$ cat src/rtl/cla_pipe_addsub_if.sv
// Operand/result handshake bundle for cla_pipe_addsub.
// master = operand source and result sink, slave = the adder pipeline.
interface cla_pipe_addsub_if #(
    parameter int WIDTH = 32
);
    logic             in_valid;
    logic             in_ready;
    logic [WIDTH-1:0] a;
    logic [WIDTH-1:0] b;
    logic             cin;
    logic             sub;
    logic             out_valid;
    logic             out_ready;
    logic [WIDTH-1:0] sum;
    logic             cout;
    logic             ovf;
    logic             zero;

    modport master (
        output in_valid, a, b, cin, sub, out_ready,
        input  in_ready, out_valid, sum, cout, ovf, zero
    );

    modport slave (
        input  in_valid, a, b, cin, sub, out_ready,
        output in_ready, out_valid, sum, cout, ovf, zero
    );
endinterface

$ cat src/rtl/cla_pipe_addsub.sv
// Pipelined carry-lookahead adder/subtractor: STAGES registered carry segments of BLOCK-bit groups.
// Define CLA_STATUS_EN to build the registered signed-overflow and zero flags.
module cla_pipe_addsub #(
    parameter int WIDTH  = 32,
    parameter int BLOCK  = 4,
    parameter int STAGES = 2
) (
    input logic              clk,
    input logic              rst,
    cla_pipe_addsub_if.slave bus
);
    localparam int SEG = WIDTH / STAGES;
    localparam int GPS = SEG / BLOCK;

    // One lookahead group: every carry is a flat sum of products of g/p terms and ci.
    function automatic logic [BLOCK:0] cla_group(input logic [BLOCK-1:0] x,
                                                 input logic [BLOCK-1:0] y,
                                                 input logic             ci);
        logic [BLOCK-1:0] p;
        logic [BLOCK-1:0] g;
        logic [BLOCK:0]   c;
        logic             term;
        p    = x ^ y;
        g    = x & y;
        c    = '0;
        c[0] = ci;
        for (int i = 0; i < BLOCK; i++) begin
            term = ci;
            for (int m = 0; m <= i; m++) term = term & p[m];
            c[i+1] = term;
            for (int j = 0; j <= i; j++) begin
                term = g[j];
                for (int m = j + 1; m <= i; m++) term = term & p[m];
                c[i+1] = c[i+1] | term;
            end
        end
        return {c[BLOCK], p ^ c[BLOCK-1:0]};
    endfunction

    function automatic logic [SEG:0] cla_segment(input logic [SEG-1:0] x,
                                                 input logic [SEG-1:0] y,
                                                 input logic           ci);
        logic [SEG-1:0] s;
        logic [BLOCK:0] r;
        logic           c;
        s = '0;
        c = ci;
        for (int gi = 0; gi < GPS; gi++) begin
            r = cla_group(x[gi*BLOCK +: BLOCK], y[gi*BLOCK +: BLOCK], c);
            s[gi*BLOCK +: BLOCK] = r[BLOCK-1:0];
            c = r[BLOCK];
        end
        return {c, s};
    endfunction

    logic [STAGES-1:0] v_d, v_q;
    logic [STAGES-1:0] en;

    // en[k]: stage k register may load this cycle (empty, or its contents move on).
    always_comb begin
        en = '0;
        en[STAGES-1] = !v_q[STAGES-1] || bus.out_ready;
        for (int k = STAGES - 2; k >= 0; k--) en[k] = !v_q[k] || en[k+1];
    end

    always_comb begin
        v_d = v_q;
        if (en[0]) v_d[0] = bus.in_valid;
        for (int k = 1; k < STAGES; k++) begin
            if (en[k]) v_d[k] = v_q[k-1];
        end
    end

    always_ff @(posedge clk) begin
        if (rst) v_q <= '0;
        else     v_q <= v_d;
    end

    assign bus.in_ready  = en[0];
    assign bus.out_valid = v_q[STAGES-1];

`ifdef CLA_STATUS_EN
    logic ovf_d, ovf_q, zero_d, zero_q;
`endif

    // Stage k consumes operand segment k; acc carries finished sum bits below it and
    // unprocessed A bits above it, rem_b the B' bits still to be consumed.
    for (genvar k = 0; k < STAGES; k++) begin : g_stage
        localparam int LO  = k * SEG;
        localparam int SRC = WIDTH - LO;

        logic             src_v;
        logic [WIDTH-1:0] src_acc;
        logic [SRC-1:0]   src_b;
        logic             src_c;
        logic [SEG:0]     seg_res;
        logic             ld;
        logic [WIDTH-1:0] acc_d, acc_q;
        logic             c_d, c_q;

        if (k == 0) begin : g_head
            assign src_v   = bus.in_valid;
            assign src_acc = bus.a;
            assign src_b   = bus.sub ? ~bus.b : bus.b;
            assign src_c   = bus.sub ^ bus.cin;
        end else begin : g_link
            assign src_v   = v_q[k-1];
            assign src_acc = g_stage[k-1].acc_q;
            assign src_b   = g_stage[k-1].g_rem.rem_b_q;
            assign src_c   = g_stage[k-1].c_q;
        end

        assign seg_res = cla_segment(src_acc[LO +: SEG], src_b[SEG-1:0], src_c);
        assign ld      = en[k] && src_v;

        // NOTE: _d defaults to _q before the load branch so no path leaves it unassigned (no latch).
        always_comb begin
            acc_d = acc_q;
            c_d   = c_q;
            if (ld) begin
                acc_d            = src_acc;
                acc_d[LO +: SEG] = seg_res[SEG-1:0];
                c_d              = seg_res[SEG];
            end
        end

        // NOTE: datapath flops are reset too, so sum/cout read 0 straight after reset.
        always_ff @(posedge clk) begin
            if (rst) begin
                acc_q <= '0;
                c_q   <= 1'b0;
            end else begin
                acc_q <= acc_d;
                c_q   <= c_d;
            end
        end

        if (k < STAGES - 1) begin : g_rem
            logic [SRC-SEG-1:0] rem_b_d, rem_b_q;

            always_comb begin
                rem_b_d = rem_b_q;
                if (ld) rem_b_d = src_b[SRC-1:SEG];
            end

            always_ff @(posedge clk) begin
                if (rst) rem_b_q <= '0;
                else     rem_b_q <= rem_b_d;
            end
        end

`ifdef CLA_STATUS_EN
        if (k == STAGES - 1) begin : g_flags
            // src_acc MSB is still operand A here; src_b MSB is B'.
            always_comb begin
                ovf_d  = ovf_q;
                zero_d = zero_q;
                if (ld) begin
                    ovf_d  = (src_acc[WIDTH-1] == src_b[SRC-1]) &&
                             (acc_d[WIDTH-1] != src_acc[WIDTH-1]);
                    zero_d = ~|acc_d;
                end
            end
        end
`endif
    end

    assign bus.sum  = g_stage[STAGES-1].acc_q;
    assign bus.cout = g_stage[STAGES-1].c_q;

`ifdef CLA_STATUS_EN
    always_ff @(posedge clk) begin
        if (rst) begin
            ovf_q  <= 1'b0;
            zero_q <= 1'b0;
        end else begin
            ovf_q  <= ovf_d;
            zero_q <= zero_d;
        end
    end

    assign bus.ovf  = ovf_q;
    assign bus.zero = zero_q;
`else
    assign bus.ovf  = 1'b0;
    assign bus.zero = 1'b0;
`endif
endmodule
$ cat src/flat_wrapper.sv
// flat-port wrapper written by rule: the top's interface ports become plain ports
module cla_pipe_addsub_flat 
#(
    parameter int WIDTH  = 32,
    parameter int BLOCK  = 4,
    parameter int STAGES = 2
)
  (clk, rst, bus_in_valid, bus_a, bus_b, bus_cin, bus_sub, bus_out_ready, bus_in_ready, bus_out_valid, bus_sum, bus_cout, bus_ovf, bus_zero);
  cla_pipe_addsub_if #(.WIDTH(WIDTH)) bus_i ();
  input logic clk;
  input logic rst;
  input wire logic [$bits(bus_i.in_valid)-1:0] bus_in_valid;
  input wire logic [$bits(bus_i.a)-1:0] bus_a;
  input wire logic [$bits(bus_i.b)-1:0] bus_b;
  input wire logic [$bits(bus_i.cin)-1:0] bus_cin;
  input wire logic [$bits(bus_i.sub)-1:0] bus_sub;
  input wire logic [$bits(bus_i.out_ready)-1:0] bus_out_ready;
  output wire logic [$bits(bus_i.in_ready)-1:0] bus_in_ready;
  output wire logic [$bits(bus_i.out_valid)-1:0] bus_out_valid;
  output wire logic [$bits(bus_i.sum)-1:0] bus_sum;
  output wire logic [$bits(bus_i.cout)-1:0] bus_cout;
  output wire logic [$bits(bus_i.ovf)-1:0] bus_ovf;
  output wire logic [$bits(bus_i.zero)-1:0] bus_zero;
  assign bus_i.in_valid = bus_in_valid;
  assign bus_i.a = bus_a;
  assign bus_i.b = bus_b;
  assign bus_i.cin = bus_cin;
  assign bus_i.sub = bus_sub;
  assign bus_i.out_ready = bus_out_ready;
  assign bus_in_ready = bus_i.in_ready;
  assign bus_out_valid = bus_i.out_valid;
  assign bus_sum = bus_i.sum;
  assign bus_cout = bus_i.cout;
  assign bus_ovf = bus_i.ovf;
  assign bus_zero = bus_i.zero;
  cla_pipe_addsub #(.WIDTH(WIDTH), .BLOCK(BLOCK), .STAGES(STAGES)) u_core (.clk(clk), .rst(rst), .bus(bus_i));
endmodule
$ cat config.mk
export PLATFORM = sky130hd
export DESIGN_NAME = cla_pipe_addsub_flat
export DESIGN_NICKNAME = d
export VERILOG_FILES = /design/src/rtl/cla_pipe_addsub_if.sv /design/src/rtl/cla_pipe_addsub.sv /design/src/flat_wrapper.sv
export SDC_FILE = /design/constraint.sdc
export NUM_CORES = 1
export LEC_CHECK = 0
export ABC_AREA = 1
export CAP_MARGIN = 20
export CORE_MARGIN = 1.5
export CORE_UTILIZATION = 35
export DETAILED_ROUTE_END_ITERATION = 10
export GPL_TIMING_DRIVEN = 0
export PLACE_DENSITY = 0.61
export SLEW_MARGIN = 15
export SYNTH_ARGS = -nofsm -noshare
export SYNTH_HDL_FRONTEND = slang
export SYNTH_SLANG_ARGS = --single-unit
$ cat constraint.sdc
create_clock -name clk -period 7.5 [get_ports clk]
set_clock_uncertainty 0.2 [all_clocks]
set_input_delay 1.5 -clock clk [delete_from_list [all_inputs] [get_ports clk]]
set_output_delay 1.5 -clock clk [all_outputs]
set_load 0.1 [all_outputs]
==> results by group, run 1 <==
Routing
  – DRC viols: 0
  – Drt via density: 4.582
  – Detail Route Antenna Nets: 0
  – DR pass1 iterations: 4
  – Total vias in the final route: 3904
  – Post-Route WL: 11900 um
  – Avg WL per Cell: 13.97 um
  – Initial drt markers: 148

CTS
  – Clock-pin slew on the worst setup and hold paths: 0.06 ns
  – CTS tree: done
  – Clock latency on the worst-skew pair: 0.33 ns
  – Cts hold-fix bufs: 0
  – H-tree depth: 3
  – Root buf cell: clkbuf_16
  – Post-cts sizing count: 0
  – CTS sink cnt: 84
  – Longest Clk Path Bufs: 2
  – TritonCTS buffer count: 9
  – Post-CTS Setup Inserts: 0

Timing
  – Max-slew violation count: 0
  – Final hold violations: 0
  – Worst-margin pin slew: 1.019 ns
  – Tmin final: 5.785 ns
  – # setup viols final: 0
  – RSZ-0062 raised after global routing: no
  – Tcrit/Tclk final: 77.13%
  – Sum Neg Setup Slack: 0 ns
  – Slew margin rel.: 31.86%
  – Fmax: 0.1729 GHz

Setup path
  – CP max FO: 2
  – CP peak stage delay: 0.41 ns
  – CP delay by family, top: simple AND/OR/NAND/NOR gates
  – Buf/Inv on CP: 6
  – Critical-path top delay cell: clkdlybuf4s50_1
  – CP Launch Type: input pin
  – CP Capture Type: flop
  – Most common cell on crit path: nand2_1
  – Worst EP arrival: 5.81 ns
  – Required @ worst endpoint: 7.53 ns
  – Kind of critical path: in2reg

Power and ir drop
  – Worst VDD drop: 0.1146 mV
  – Leak: 2.728 nW
  – Pwr dens: 216.9 nW/um^2

Placement
  – Port Buffers: 103
  – Detailed Place HPWL: 8958 um
  – Dpl cells: 836
  – Routability Congestion: 0.8231

Cells and area
  – Syn-to-layout area delta: 33.71%
  – Commonest non-fill, non-tap cell in the layout: clkdlybuf4s50_1
  – Antenna diodes: 0
  – Final-stage net count: 793
  – Commonest cells after routing, fill and taps aside: clkdlybuf4s50_1 (103), nor2_1 (92), dfxtp_1 (84), o21ai_0 (59), inv_1 (55)
  – Fraction of layout instances using a drive strength above 1: 6.912%
  – Final cell count without fillers: 852

Global routing
  – Global-route wire length before repair: 18570 um
  – Vias in the first global route: 3838
  – Largest net degree at the start of global routing: 14
  – Antenna violations before repair: 0
  – Total global routing overflow: 0
  – GR Util All Layers: 17.85%

Die
  – Die area: 13720 um^2
  – Die width: 117.1 um
  – Initial core utilization: 35.97%
  – Core area: 12670 um^2
  – Placement row count: 41
  – Num ports: 107
  – Chip Height: 117.1 um

Yosys
  – Flops & latches, synth: 84
  – Cells after Synth: 560
  – Yosys warnings: 0
  – Cell Area, Synth: 4558 um^2
  – Seq/Total Area, Yosys: 36.89%
  – Avg Cell Area, Syn: 8.140 um^2
  – Synth cell types: 29

Min path
  – Hold Path Class: reg2reg

Job
  – Max Cap Viol: 0

Outcome
  – Status: completed
[worst register-to-register path: stages, from the launching register on]
cell      delay, ns
dfxtp_1        0.34
ha_1           0.29
ha_1           0.14
nand2_1        0.04
nand3b_1       0.11
nand2_1        0.06
nand2_1        0.07
inv_1          0.05
o21bai_1       0.24
ha_1           0.20
nand2_1        0.05
nand3b_1       0.13
nand2_1        0.07
nand2_1        0.07
inv_1          0.06
o21bai_1       0.25
ha_1           0.20
nand2_1        0.05
nand3b_1       0.12
nand2_1        0.06
nand2_1        0.08
inv_1          0.06
o21bai_1       0.25
fa_1           0.46
o21ai_0        0.19
nor2_1         0.05
[cells by family (layout without fill, tap and decap cells)]
family,count (synthesis),in the layout,share of synthesized area (%)
flops,84,84,36.89
xor+xnor,49,49,9.415
fa+ha+maj,48,48,14.49
other cells,1,2,0.08227
simple gates,174,174,16.00
compound gates,117,117,13.34
buf+inv,87,206,9.772
[sequential cells by signal (all words and copies together) (netlist names)]
signal	flops
u_core.g_stage.c_q	1
u_core.g_stage.acc_q	32
u_core.bus.cout	1
u_core.bus.sum	32
u_core.g_stage.g_rem.rem_b_q	16
u_core.v_q	2
[final timing paths]
path	end	slack, ns	cells past startpoint	from
worst max-delay path	u_core.g_stage[0].acc_q[15]$_SDFFE_PP0P_	1.72	34	bus_b[0]
worst min-delay path	u_core.g_stage[0].acc_q[1]$_SDFFE_PP0P_	0.26	2	u_core.g_stage[0].acc_q[1]$_SDFFE_PP0P_
worst max register to register	u_core.bus.sum[28]$_SDFFE_PP0P_	3.50	25	u_core.g_stage[0].acc_q[16]$_SDFFE_PP0P_
worst min register to register	u_core.g_stage[0].acc_q[1]$_SDFFE_PP0P_	0.26	2	u_core.g_stage[0].acc_q[1]$_SDFFE_PP0P_
[cell type report]
class / count / area, um^2
Fill cell: 1248 / 6576
Multi-Input combinational cell: 390 / 2435
Sequential cell: 84 / 1682
Timing Repair Buffer: 103 / 1031
Clock buffer: 12 / 236.5
Buffer: 30 / 226.5
Inverter: 57 / 219.0
Tap cell: 172 / 215.2
Clock inverter: 4 / 50.05
[routing by layer]
metal / part of all wire (%) / GRT usage (%) / vias up
li1: - / - / 2018
met1: 46 / 22.18 / 1811
met2: 50 / 32.36 / 69
met3: 3.6 / 3.399 / 6
met4: 0.66 / 3.454 / 0
met5: 0 / 0 / -
[Yosys cell counts]
master / instances / area (um^2)
xor2_1: 22 / 192.7
nand3b_1: 6 / 45.04
buf_6: 7 / 78.83
nand2_4: 1 / 11.26
o21ai_1: 14 / 70.07
fa_1: 8 / 160.2
buf_4: 7 / 52.55
nand2_2: 1 / 6.260
o21ai_0: 59 / 295.3
clkbuf_1: 6 / 22.52
o21bai_1: 3 / 22.52
nand3_4: 1 / 17.52
xnor2_1: 27 / 236.5
inv_1: 55 / 206.5
conb_1: 1 / 3.750
buf_2: 6 / 30.03
a211oi_2: 2 / 25.02
nor2_1: 92 / 345.3
ha_1: 40 / 500.5
buf_8: 2 / 30.03
clkbuf_4: 1 / 7.510
inv_4: 2 / 12.51
nand3_1: 16 / 80.08
nand4_1: 1 / 6.260
dfxtp_1: 84 / 1682
a21oi_1: 39 / 195.2
clkbuf_2: 1 / 5.000
nor2_2: 3 / 18.77
nand2_1: 53 / 198.9
[power by group]
part	internal [mW]	switching, mW	total, mW	leakage, nW
registers	0.485	0.0226	0.508	0.696
logic	0.144	0.245	0.389	1.90
clock network	0.258	0.168	0.426	0.133
total	0.886	0.436	1.32	2.73
[through the flow]
step                utilization (%)  hold WS (ns)  worst slack, ns  cell area, um^2  power [mW]
detailed placement            45.84        0.2474            1.338             5808      0.9063
CTS                           48.10        0.2575            1.673             6095       1.333
global placement              45.84        0.2384            1.492             5808      0.8985
floorplan                         -        0.2297            1.908             4562      0.7869
finish                        48.10        0.2599            1.715             6095       1.322
global route                  48.10        0.2854            1.161             6095       1.387
(Power assumes the default switching activity.)
==> run 2: changes to the inputs <==
--- a/config.mk
+++ b/config.mk
@@ -11,7 +11,7 @@
 export CORE_UTILIZATION = 35
 export DETAILED_ROUTE_END_ITERATION = 10
 export GPL_TIMING_DRIVEN = 0
-export PLACE_DENSITY = 0.61
+export PLACE_DENSITY = 0.64
 export SLEW_MARGIN = 15
 export SYNTH_ARGS = -nofsm -noshare
 export SYNTH_HDL_FRONTEND = slang
==> constraint.sdc (replaced) <==
create_clock -name clk -period 5.19 [get_ports clk]
set_clock_uncertainty 0.2 [all_clocks]
set_input_delay 1.038 -clock clk [delete_from_list [all_inputs] [get_ports clk]]
set_output_delay 1.038 -clock clk [all_outputs]
set_load 0.1 [all_outputs]
==> run 2 against run 1 <==
Final cell count increased by 0.23%. Largest cell class unchanged. Highest routed layer unchanged. First-iteration DRC count decreased by 11%. Via count increased by 0.95%. Count of clock-buffer cells in the layout decreased by 3. Global-route usage increased by 0.37 points. Routed wire length increased by 1.8%. Critical path depth decreased by 2.
==> results by group, run 2 (synthesis results as in run 1) <==
Outcome
  – Status: completed

Global routing
  – Total global routing overflow: 0 (unchanged)
  – Global-route wire length before repair: 18860 um (+1.6%)
  – GR Util All Layers: 18.21% (+0.37 points)
  – Vias in the first global route: 3871 (+0.86%)
  – Antenna violations before repair: 0 (unchanged)
  – Largest net degree at the start of global routing: 15 (+1)

Setup path
  – Required @ worst endpoint: 5.22 ns (-2.31 ns)
  – Crit path from: bus_sub
  – Most common cell on crit path: nand2_1
  – CP peak stage delay: 0.27 ns (-0.14 ns)
  – Worst R2R Path Depth: 29 (+16%)
  – Critical-path top delay cell: ha_1
  – CP max FO: 10 (+8)
  – Worst EP arrival: 4.98 ns (-0.83 ns)
  – Kind of critical path: in2reg
  – Worst setup endpoint: u_core.g_stage[0].acc_q[14]$_SDFFE_PP0P_
  – CP Launch Type: input pin
  – Reg-to-Reg Start: u_core.g_stage[0].g_rem.rem_b_q[0]$_SDFFE_PP0P_
  – CP Capture Type: flop
  – Reg2reg end: u_core.bus.sum[31]$_SDFFE_PP0P_
  – Reg2reg setup slack: 1.23 ns (-2.27 ns)

Cells and area
  – Commonest cells after routing, fill and taps aside: clkdlybuf4s50_1 (102), nor2_1 (92), dfxtp_1 (84), o21ai_0 (58), inv_1 (55)
  – Fraction of layout instances using a drive strength above 1: 8.504% (+1.6 points)
  – Antenna diodes: 0 (unchanged)
  – Filler instances: 1229 (-1.5%)
  – Final-stage net count: 796 (+0.38%)
  – Post-layout instance area: 6242 um^2 (+2.4%)
  – Syn-to-layout area delta: 36.95%
  – Commonest non-fill, non-tap cell in the layout: clkdlybuf4s50_1

CTS
  – Root buf cell: clkbuf_16
  – Clock latency on the worst-skew pair: 0.33 ns (about the same)
  – TritonCTS buffer count: 9 (unchanged)
  – H-tree depth: 3 (unchanged)
  – Clock-pin slew on the worst setup and hold paths: 0.06 ns (about the same)
  – Longest Clk Path Bufs: 2 (unchanged)
  – CTS sink cnt: 84 (unchanged)
  – CTS tree: done

Routing
  – Detail Route Antenna Nets: 0 (unchanged)
  – Drt via density: 4.615 (+0.71%)
  – DR pass1 iterations: 4 (unchanged)
  – Post-Route WL: 12110 um (+1.8%)
  – Total vias in the final route: 3941 (+0.95%)
  – Initial drt markers: 132 (-11%)
  – DRC viols: 0 (unchanged)
  – Avg WL per Cell: 14.18 um (+1.5%)

Job
  – Max Cap Viol: 0 (unchanged)

Timing
  – Tcrit/Tclk final: 95.36%
  – Worst-margin pin slew: 1.019 ns (-0.00005573 ns)
  – # setup viols final: 0 (unchanged)
  – Final hold violations: 0 (unchanged)
  – Fmax: 0.2020 GHz
  – Max-slew violation count: 0 (unchanged)
  – Slew margin rel.: 31.86% (about the same)
  – Sum Neg Setup Slack: 0 ns (unchanged)
  – Setup ws final: 0.2407 ns (-1.474 ns)
  – Tmin final: 4.949 ns

Die
  – Die area: 13720 um^2 (unchanged)
  – Core area: 12670 um^2 (unchanged)
  – Placement row count: 41 (unchanged)
  – Die width: 117.1 um (unchanged)
  – Chip Height: 117.1 um (unchanged)
  – Initial core utilization: 35.97% (unchanged)
  – Num ports: 107 (unchanged)

Placement
  – Port Buffers: 103 (unchanged)
  – Routability Congestion: 0.8001 (-2.8%)
  – Detailed Place HPWL: 8948 um (-0.12%)
  – Area after DPL: 5808 um^2 (unchanged)
  – Pre-CTS WS: -0.4816 ns (-1.819 ns)

Power and ir drop
  – Worst VDD drop: 0.1812 mV (+58%)
  – Pwr dens: 334.1 nW/um^2 (+54%)
  – Leak: 2.804 nW (+2.8%)

Min path
  – Hold Path Class: reg2reg
-- run 2: cell count changes in the layout (fill, tap and decap cells not counted), moves of 2 or more --
cell	previous run	this run
a21oi_1	39	36
a21oi_2	0	3
buf_4	7	9
bufinv_16	1	4
clkbuf_1	9	6
nand2_1	53	51
nand2_2	1	3
-- run 2: report_power, final --
group | leakage, nW | total, mW | internal, mW | switching, mW
combinational | 1.94 | 0.574 | 0.217 | 0.358
sequential | 0.696 | 0.734 | 0.701 | 0.0331
clock | 0.172 | 0.777 | 0.518 | 0.260
-- run 2: through the flow --
stage	power [mW]	hold slack, ns	instances	util, %
global placement	1.297	0.2381	836	45.84
CTS	2.086	0.2570	851	48.78
finish	2.086	0.2551	854	49.26
detailed placement	1.308	0.2441	836	45.84
global route	2.182	0.2818	854	49.26
floorplan	1.137	0.2297	561	-
-- run 2: routing by layer --
layer | up-vias | global-route usage (%) | share of wire [%]
met4 | 0 | 7.791 | 3.3
li1 | 2020 | - | -
met2 | 103 | 31.42 | 46
met5 | - | 0 | 0
met1 | 1793 | 23.07 | 46
met3 | 25 | 2.163 | 4.5
-- run 2: critical path, delay by kind of cell --
family / cells / cell delay, ns
fa+ha+maj: 5 / 1.02
xor+xnor: 2 / 0.34
compound gates: 5 / 0.80
buf+inv: 7 / 0.61
simple gates: 13 / 1.16
-- run 2: cell type report --
type                            instances  area [um^2]  area share (%)
Clock inverter                          6        136.4           2.185
Buffer                                 30        239.0           3.828
Sequential cell                        84         1682           26.94
Tap cell                              172        215.2           3.448
Inverter                               57        219.0           3.508
Timing Repair Buffer                  106         1056           16.92
Multi-Input combinational cell        390         2470           39.57
Clock buffer                            9        225.2           3.608
-- run 2: how the worst min path moves through the flow --
stage                                                       start                                 endpoint  slack [ns]  depth (start not counted)
after floorplan           u_core.g_stage[0].acc_q[2]$_SDFFE_PP0P_           u_core.bus.sum[2]$_SDFFE_PP0P_        0.23                          2
after global placement    u_core.g_stage[0].acc_q[3]$_SDFFE_PP0P_           u_core.bus.sum[3]$_SDFFE_PP0P_        0.24                          2
after detailed placement  u_core.g_stage[0].acc_q[1]$_SDFFE_PP0P_           u_core.bus.sum[1]$_SDFFE_PP0P_        0.24                          2
after CTS                 u_core.g_stage[0].acc_q[3]$_SDFFE_PP0P_           u_core.bus.sum[3]$_SDFFE_PP0P_        0.26                          2
after global routing      u_core.g_stage[0].acc_q[5]$_SDFFE_PP0P_  u_core.g_stage[0].acc_q[5]$_SDFFE_PP0P_        0.28                          2
final                     u_core.g_stage[0].acc_q[1]$_SDFFE_PP0P_  u_core.g_stage[0].acc_q[1]$_SDFFE_PP0P_        0.26                          2
-- run 2: what timing repair did --
item,4_1_cts,5_1_grt
buffers inserted,0,3
hold buffers,0,0
resized for setup,3,9
pin swaps,0,10
endpoints found under the setup margin,3,3
